`src/rtl/match_sequencer.sv`:
```
// Game-flow controller for the two-team ball game: owns ball position/direction,
// scores and match state; advances the ball once per frame_tick.
module match_sequencer #(
    parameter int H_ACTIVE  = 640,
    parameter int V_ACTIVE  = 480,
    parameter int BALL_SIZE = 8,
    parameter int PADDLE_H  = 64,
    parameter int PADDLE_W  = 8,
    parameter int PADDLE1_X = 16,
    parameter int PADDLE2_X = 616,
    parameter int SPEED     = 2,
    parameter int WIN_SCORE = 5,
    parameter int GOAL_HOLD = 60
) (
    input  logic       clk,
    input  logic       rst,
    input  logic       frame_tick,
    input  logic       start,
    input  logic [9:0] team1_ver_pos,
    input  logic [9:0] team2_ver_pos,
    output logic [9:0] ball_x,
    output logic [9:0] ball_y,
    output logic [3:0] score1,
    output logic [3:0] score2,
    output logic [1:0] state,
    output logic [1:0] winner
);

    typedef enum logic [1:0] {IDLE = 2'd0, PLAY = 2'd1, GOAL = 2'd2, OVER = 2'd3} state_t;

    // All geometry compares are done 11 bits wide so sums never wrap.
    localparam logic [10:0] SPD     = 11'(SPEED);
    localparam logic [10:0] BSZ     = 11'(BALL_SIZE);
    localparam logic [10:0] PH      = 11'(PADDLE_H);
    localparam logic [10:0] Y_MAX   = 11'(V_ACTIVE - BALL_SIZE);
    localparam logic [10:0] X_MAX   = 11'(H_ACTIVE - BALL_SIZE);
    localparam logic [10:0] P1_EDGE = 11'(PADDLE1_X + PADDLE_W);
    localparam logic [10:0] P2_EDGE = 11'(PADDLE2_X);
    localparam logic [10:0] P2_STOP = 11'(PADDLE2_X - BALL_SIZE);
    localparam logic [9:0]  CX      = 10'((H_ACTIVE - BALL_SIZE) / 2);
    localparam logic [9:0]  CY      = 10'((V_ACTIVE - BALL_SIZE) / 2);
    localparam logic [3:0]  WIN     = 4'(WIN_SCORE);
    localparam logic [7:0]  HOLD    = 8'(GOAL_HOLD);

    state_t     st, st_nx;
    logic       dir_x, dir_y;         // 1 = right / down
    logic [7:0] hold;
    logic       start_q;

    logic [9:0] x_nx, y_nx;
    logic       dx_nx, dy_nx;
    logic [3:0] s1_nx, s2_nx, s_new;
    logic [1:0] win_nx;
    logic [7:0] hold_nx;
    logic       start_rise;

    logic [10:0] x, y, p1, p2;
    logic        ovl1, ovl2;
    logic [9:0]  x_mv, y_mv;
    logic        dx_mv, dy_mv, goal1, goal2;

    assign x          = {1'b0, ball_x};
    assign y          = {1'b0, ball_y};
    assign p1         = {1'b0, team1_ver_pos};
    assign p2         = {1'b0, team2_ver_pos};
    assign ovl1       = (y + BSZ > p1) && (y < p1 + PH);
    assign ovl2       = (y + BSZ > p2) && (y < p2 + PH);
    assign start_rise = start & ~start_q;
    assign state      = st;

    // One candidate move from the current position; the FSM decides whether to take it.
    always_comb begin
        y_mv  = ball_y;
        dy_mv = dir_y;
        if (dir_y) begin
            if (y + SPD >= Y_MAX) begin
                y_mv  = 10'(Y_MAX);
                dy_mv = 1'b0;
            end else begin
                y_mv = 10'(y + SPD);
            end
        end else begin
            if (y <= SPD) begin
                y_mv  = '0;
                dy_mv = 1'b1;
            end else begin
                y_mv = 10'(y - SPD);
            end
        end

        x_mv  = ball_x;
        dx_mv = dir_x;
        goal1 = 1'b0;
        goal2 = 1'b0;
        if (!dir_x) begin
            if ((x - SPD <= P1_EDGE) && (x >= P1_EDGE) && ovl1) begin
                x_mv  = 10'(P1_EDGE);
                dx_mv = 1'b1;
            end else if (x < SPD) begin
                goal2 = 1'b1;
            end else begin
                x_mv = 10'(x - SPD);
            end
        end else begin
            if ((x + BSZ + SPD >= P2_EDGE) && (x + BSZ <= P2_EDGE) && ovl2) begin
                x_mv  = 10'(P2_STOP);
                dx_mv = 1'b0;
            end else if (x + SPD > X_MAX) begin
                goal1 = 1'b1;
            end else begin
                x_mv = 10'(x + SPD);
            end
        end
    end

    always_comb begin
        st_nx   = st;
        x_nx    = ball_x;
        y_nx    = ball_y;
        dx_nx   = dir_x;
        dy_nx   = dir_y;
        s1_nx   = score1;
        s2_nx   = score2;
        win_nx  = winner;
        hold_nx = hold;
        s_new   = goal1 ? score1 + 4'd1 : score2 + 4'd1;
        case (st)
            IDLE: begin
                if (start_rise) st_nx = PLAY;
            end
            PLAY: begin
                if (frame_tick) begin
                    if (goal1 || goal2) begin
                        // Serve toward the team that just conceded; dir_y is kept.
                        x_nx  = CX;
                        y_nx  = CY;
                        dx_nx = goal1;
                        if (goal1) s1_nx = s_new;
                        else       s2_nx = s_new;
                        if (s_new == WIN) begin
                            st_nx  = OVER;
                            win_nx = goal1 ? 2'd1 : 2'd2;
                        end else begin
                            st_nx   = GOAL;
                            hold_nx = '0;
                        end
                    end else begin
                        x_nx  = x_mv;
                        y_nx  = y_mv;
                        dx_nx = dx_mv;
                        dy_nx = dy_mv;
                    end
                end
            end
            GOAL: begin
                if (frame_tick) begin
                    hold_nx = hold + 8'd1;
                    if (hold_nx == HOLD) st_nx = PLAY;
                end
            end
            OVER: begin
                if (start_rise) begin
                    st_nx  = IDLE;
                    s1_nx  = '0;
                    s2_nx  = '0;
                    win_nx = '0;
                    dx_nx  = 1'b1;
                    dy_nx  = 1'b1;
                end
            end
            default: st_nx = IDLE;
        endcase
    end

    always_ff @(posedge clk or posedge rst) begin
        if (rst) begin
            st      <= IDLE;
            ball_x  <= CX;
            ball_y  <= CY;
            dir_x   <= 1'b1;
            dir_y   <= 1'b1;
            score1  <= '0;
            score2  <= '0;
            winner  <= '0;
            hold    <= '0;
            start_q <= 1'b0;
        end else begin
            st      <= st_nx;
            ball_x  <= x_nx;
            ball_y  <= y_nx;
            dir_x   <= dx_nx;
            dir_y   <= dy_nx;
            score1  <= s1_nx;
            score2  <= s2_nx;
            winner  <= win_nx;
            hold    <= hold_nx;
            start_q <= start;
        end
    end

endmodule

```
`config.mk`:
```
export PLATFORM = sky130hd
export DESIGN_NAME = match_sequencer
export DESIGN_NICKNAME = d
export VERILOG_FILES = /design/src/rtl/match_sequencer.sv
export SDC_FILE = /design/constraint.sdc
export NUM_CORES = 1
export LEC_CHECK = 0
export BUFFER_PORTS_ARGS = -buffer_cell sky130_fd_sc_hd__buf_2
export CORE_MARGIN = 5
export CORE_UTILIZATION = 61
export CTS_BUF_LIST = sky130_fd_sc_hd__clkbuf_8
export DETAILED_ROUTE_END_ITERATION = 6
export PLACE_DENSITY_LB_ADDON = 0.2
export SYNTH_ARGS = -nofsm -noshare
export SYNTH_HDL_FRONTEND = slang
export SYNTH_SLANG_ARGS = --single-unit
```
`constraint.sdc`:
```
create_clock -name clk -period 6.7 [get_ports clk]
set_input_delay 0 -clock clk [delete_from_list [all_inputs] [get_ports clk]]
set_output_delay 0 -clock clk [all_outputs]
set_load 0.03 [all_outputs]
```
==> run_results.csv <==
group,metric,value,unit
outcome,status,"completed",
place,place.port_buffers,53,
pwr,power.density,473,nW/um^2
timing,slew_headroom,0.367,
die,ios,56,
timing,fin_ws,1.18,ns
yosys,yosysMostFrequentCell,"nand2_1",
global_routing,grt_max_degree,42,
die,row_count,31,
yosys,synth_cell_types,84,
global_routing,grt_first_pass_wirelength,20100,um
clock_tree,clk_pin_slew,0.08,ns
pwr,leakagePower,0.00225,uW
global_routing,antenna_found_initial,0,
global_routing,grt_use_total,0.246,
timing,fin_crit_sh,0.823,
detailed_routing,drt_wl_total,11900,um
critical_path,crit_path_max_incr_delay,0.66,ns
yosys,syn_inst,592,
die,die_h,97.0,um
clock_tree,clk_path_buf_depth,2,
timing,final.setup.tns,0,ns
clock_tree,htreeDepth,2,
global_routing,grt_pass1_vias,4250,
timing,hold_violations,0,
cells_and_area,drive_gt1_frac,0.143,
yosys,synth_mux_area_frac,0.00920,
critical_path,setup.worst_path.class,"register to register",
cells_and_area,area_growth,7.50,%
yosys,synth_top_family_by_area,"compound AO/OA/AOI/OAI gates",
yosys,syn-mean-instance-area,7.81,um^2
critical_path,cp_data_required_time,6.93,ns
yosys,synth_xor_area_frac,0.0644,
critical_path,slowest_stage,"dfstp_2",
detailed_routing,wl_per_cell,16.4,um
yosys,yosys.area.top_type_share,0.157,
timing,report.final.slew_viol_count,0,
yosys,synthArstFlopShare,1.00,
yosys,ys_top_cells_by_area,"dfrtp_1, ha_1, dfstp_2, a21oi_1, nand2_1",
yosys,ys_seq_area_frac,0.225,
clock_tree,hold_buffers,2,
die,core_region_area,7330,um^2
yosys,synth_commonest_cells,"nand2_1, nor2_1, ha_1",
yosys,synth_edf_count,0,
critical_path,cp_max_fo,13,
yosys,synthSimpleGateAreaFrac,0.228,
yosys,synth_area,4620,um^2
hold_path,hold_class,"input port to register",
timing,period_needed,5.52,ns
place,gp_congestion,0.964,
timing,setup_viol,0,
pwr,peakVddDrop,0.329,mV
detailed_routing,ant_nets,0,
detailed_routing,drt-initial-drc-count,387,
critical_path,crit_path_start_kind,"register",
critical_path,arrival,5.75,ns
global_routing,grt_overflow_total,0,
detailed_routing,via_per_inst,6.34,
clock_tree,clk_latency,0.29,ns
clock_tree,cts_setup_buffers,0,
clock_tree,cts.repair.resized,0,
cells_and_area,diodes,0,
yosys,synth-seq-cells,41,
detailed_routing,drc_errors,0,
detailed_routing,num_vias,4616,
place,hpwl,8970,um
timing,rsz0062_at_grt,"false",
place,place_ws,1.32,ns
timing,worst_slew_pin_slew,0.946,ns
clock_tree,cts_root_buf,"clkbuf_8",
critical_path,endpoint_kind,"register",
clock_tree,cts.sink_count,41,
critical_path,path_buf_inv,0,
flow_run,drv_cap,0,
cells_and_area,fillerInstances,634,
critical_path,worstPathCellList,"ha_1 > nand3_1 > nor2_1 > xor2_1 > ha_1 > nand3_1 > nor3_1 > o21ai_0 > o221ai_1 > a31oi_1 > a21o_1 > mux2_2 > ha_1 > nor2b_1 > a21oi_1 > o22ai_1 > nand2_1 > mux2i_1 > nor4b_1 > a211o_1",
detailed_routing,drt_first_pass_iters,5,
yosys,yosysTopAreaCell,"dfrtp_1",
clock_tree,cts_tree,"done",
timing,fmax,0.181,GHz
cells_and_area,final_nets,702,
yosys,ys_warn_count,0,
yosys,synth_fa_ha_area_frac,0.135,
critical_path,path_delay_family,"compound AO/OA/AOI/OAI gates",
yosys,yosys_most_used_dff,"dfrtp_1",
timing,finClkSkew,0.00937,ns
die,start_util,0.630,
die,die_area,9420,um^2
die,die_x,97.0,um
clock_tree,cts_buffers,5,
yosys,synth_compound_area_frac,0.265,
critical_path,path_common_cell,"ha_1",
## power by group
group	internal, uW	switching (uW)
sequential	361	253
combinational	610	974
clock	69.6	84.1
total	1040	1310
## worst paths after layout
| check | depth (start not counted) | to | start | slack (ns) |
|---|---|---|---|---|
| worst max-delay path | 20 | winner[1]$_DFFE_PP0P_ | ball_y[3]$_DFFE_PP1P_ | 1.18 |
| worst min-delay path | 4 | hold[1]$_DFFE_PP0P_ | frame_tick | 0.21 |
| worst max register to register | 20 | winner[1]$_DFFE_PP0P_ | ball_y[3]$_DFFE_PP1P_ | 1.18 |
| worst min register to register | 1 | hold[0]$_DFFE_PP0P_ | hold[0]$_DFFE_PP0P_ | 0.52 |
| max in group asynchronous | 4 | ball_y[6]$_DFFE_PP1P_ | rst | 5.93 |
| min in group asynchronous | 4 | ball_y[4]$_DFFE_PP0P_ | rst | 0.40 |
## stage by stage
step                cell area (um^2)  utilization  cells  hold slack, ns  total power (uW)
detailed placement              4870        0.664    718           0.123              2170
finish                          4970        0.678    728           0.210              2350
floorplan                       4630            -    593          0.0314              1830
global placement                4870        0.664    718           0.121              2130
global route                    4970        0.678    728           0.201              2560
CTS                             4970        0.678    728           0.185              2330
## worst reg2reg max path: stages (launching register included)
cell and delay, ns:
dfstp_2 0.66, ha_1 0.34, nand3_1 0.16, nor2_1 0.15, xor2_1 0.28, ha_1 0.31, nand3_1 0.11, nor3_1 0.06
o21ai_0 0.16, o221ai_1 0.14, a31oi_1 0.65, a21o_1 0.32, mux2_2 0.39, ha_1 0.28, nor2b_1 0.27, a21oi_1 0.12
o22ai_1 0.13, nand2_1 0.07, mux2i_1 0.42, nor4b_1 0.30, a211o_1 0.14
## cell type report
class                           count  area [um^2]  share of cell area
Inverter                           44          165              0.0332
Clock buffer                        5         68.8              0.0139
Sequential cell                    41         1040               0.210
Tap cell                           99          124              0.0249
Clock inverter                      3         11.3             0.00227
Multi-Input combinational cell    478         3250               0.654
Timing Repair Buffer               58          308              0.0619
## logic make-up after synthesis
group	after synthesis
xor gates and xnor gates	34
and+or+nand+nor	208
AOI/OAI and AO/OA	180
buffers and inverters	74
muxes	4
adders and majority gates	50
DFF	41
other	1
## cell usage in the layout (no fill, tap or decap), types with 4 or more instances in the layout
| cell | synthesis | layout |
|---|---|---|
| nor3_1 | 11 | 11 |
| a31oi_1 | 9 | 9 |
| dfstp_2 | 12 | 12 |
| inv_1 | 42 | 45 |
| nor2_1 | 52 | 52 |
| clkbuf_8 | 0 | 5 |
| xnor2_1 | 19 | 19 |
| nand3b_1 | 5 | 5 |
| a22oi_1 | 6 | 6 |
| nand4_1 | 13 | 13 |
| a21oi_1 | 49 | 49 |
| dfrtp_1 | 29 | 29 |
| and2_1 | 6 | 6 |
| o31ai_1 | 7 | 7 |
| xor2_1 | 15 | 15 |
| o21ai_0 | 34 | 34 |
| o21ai_1 | 4 | 4 |
| nor2b_1 | 6 | 6 |
| a21o_1 | 5 | 5 |
| ha_1 | 50 | 50 |
| nor4_1 | 6 | 6 |
| nand2b_1 | 8 | 8 |
| buf_2 | 9 | 53 |
| nand3_1 | 19 | 19 |
| a211oi_1 | 4 | 4 |
| o211ai_1 | 4 | 4 |
| o22ai_1 | 7 | 7 |
| a211o_1 | 5 | 5 |
| nand2_1 | 56 | 56 |
## sequential cells by signal (all words and copies together) (netlist names)
| signal | count |
|---|---|
| ball_x | 9 |
| ball_y | 9 |
| dir_x | 1 |
| dir_y | 1 |
| hold | 8 |
| score1 | 4 |
| score2 | 4 |
| start_q | 1 |
| state | 2 |
| winner | 2 |
## layer usage
layer / wire length [um] / up-vias / part of all wire / GRT usage
li1: - / 2249 / - / -
met1: 5400 / 2153 / 0.45 / 0.338
met2: 5530 / 187 / 0.46 / 0.396
met3: 774 / 27 / 0.065 / 0.0388
met4: 203 / 0 / 0.017 / 0.0788
met5: 0 / - / 0 / 0
Power figures use the tool's default switching activity.
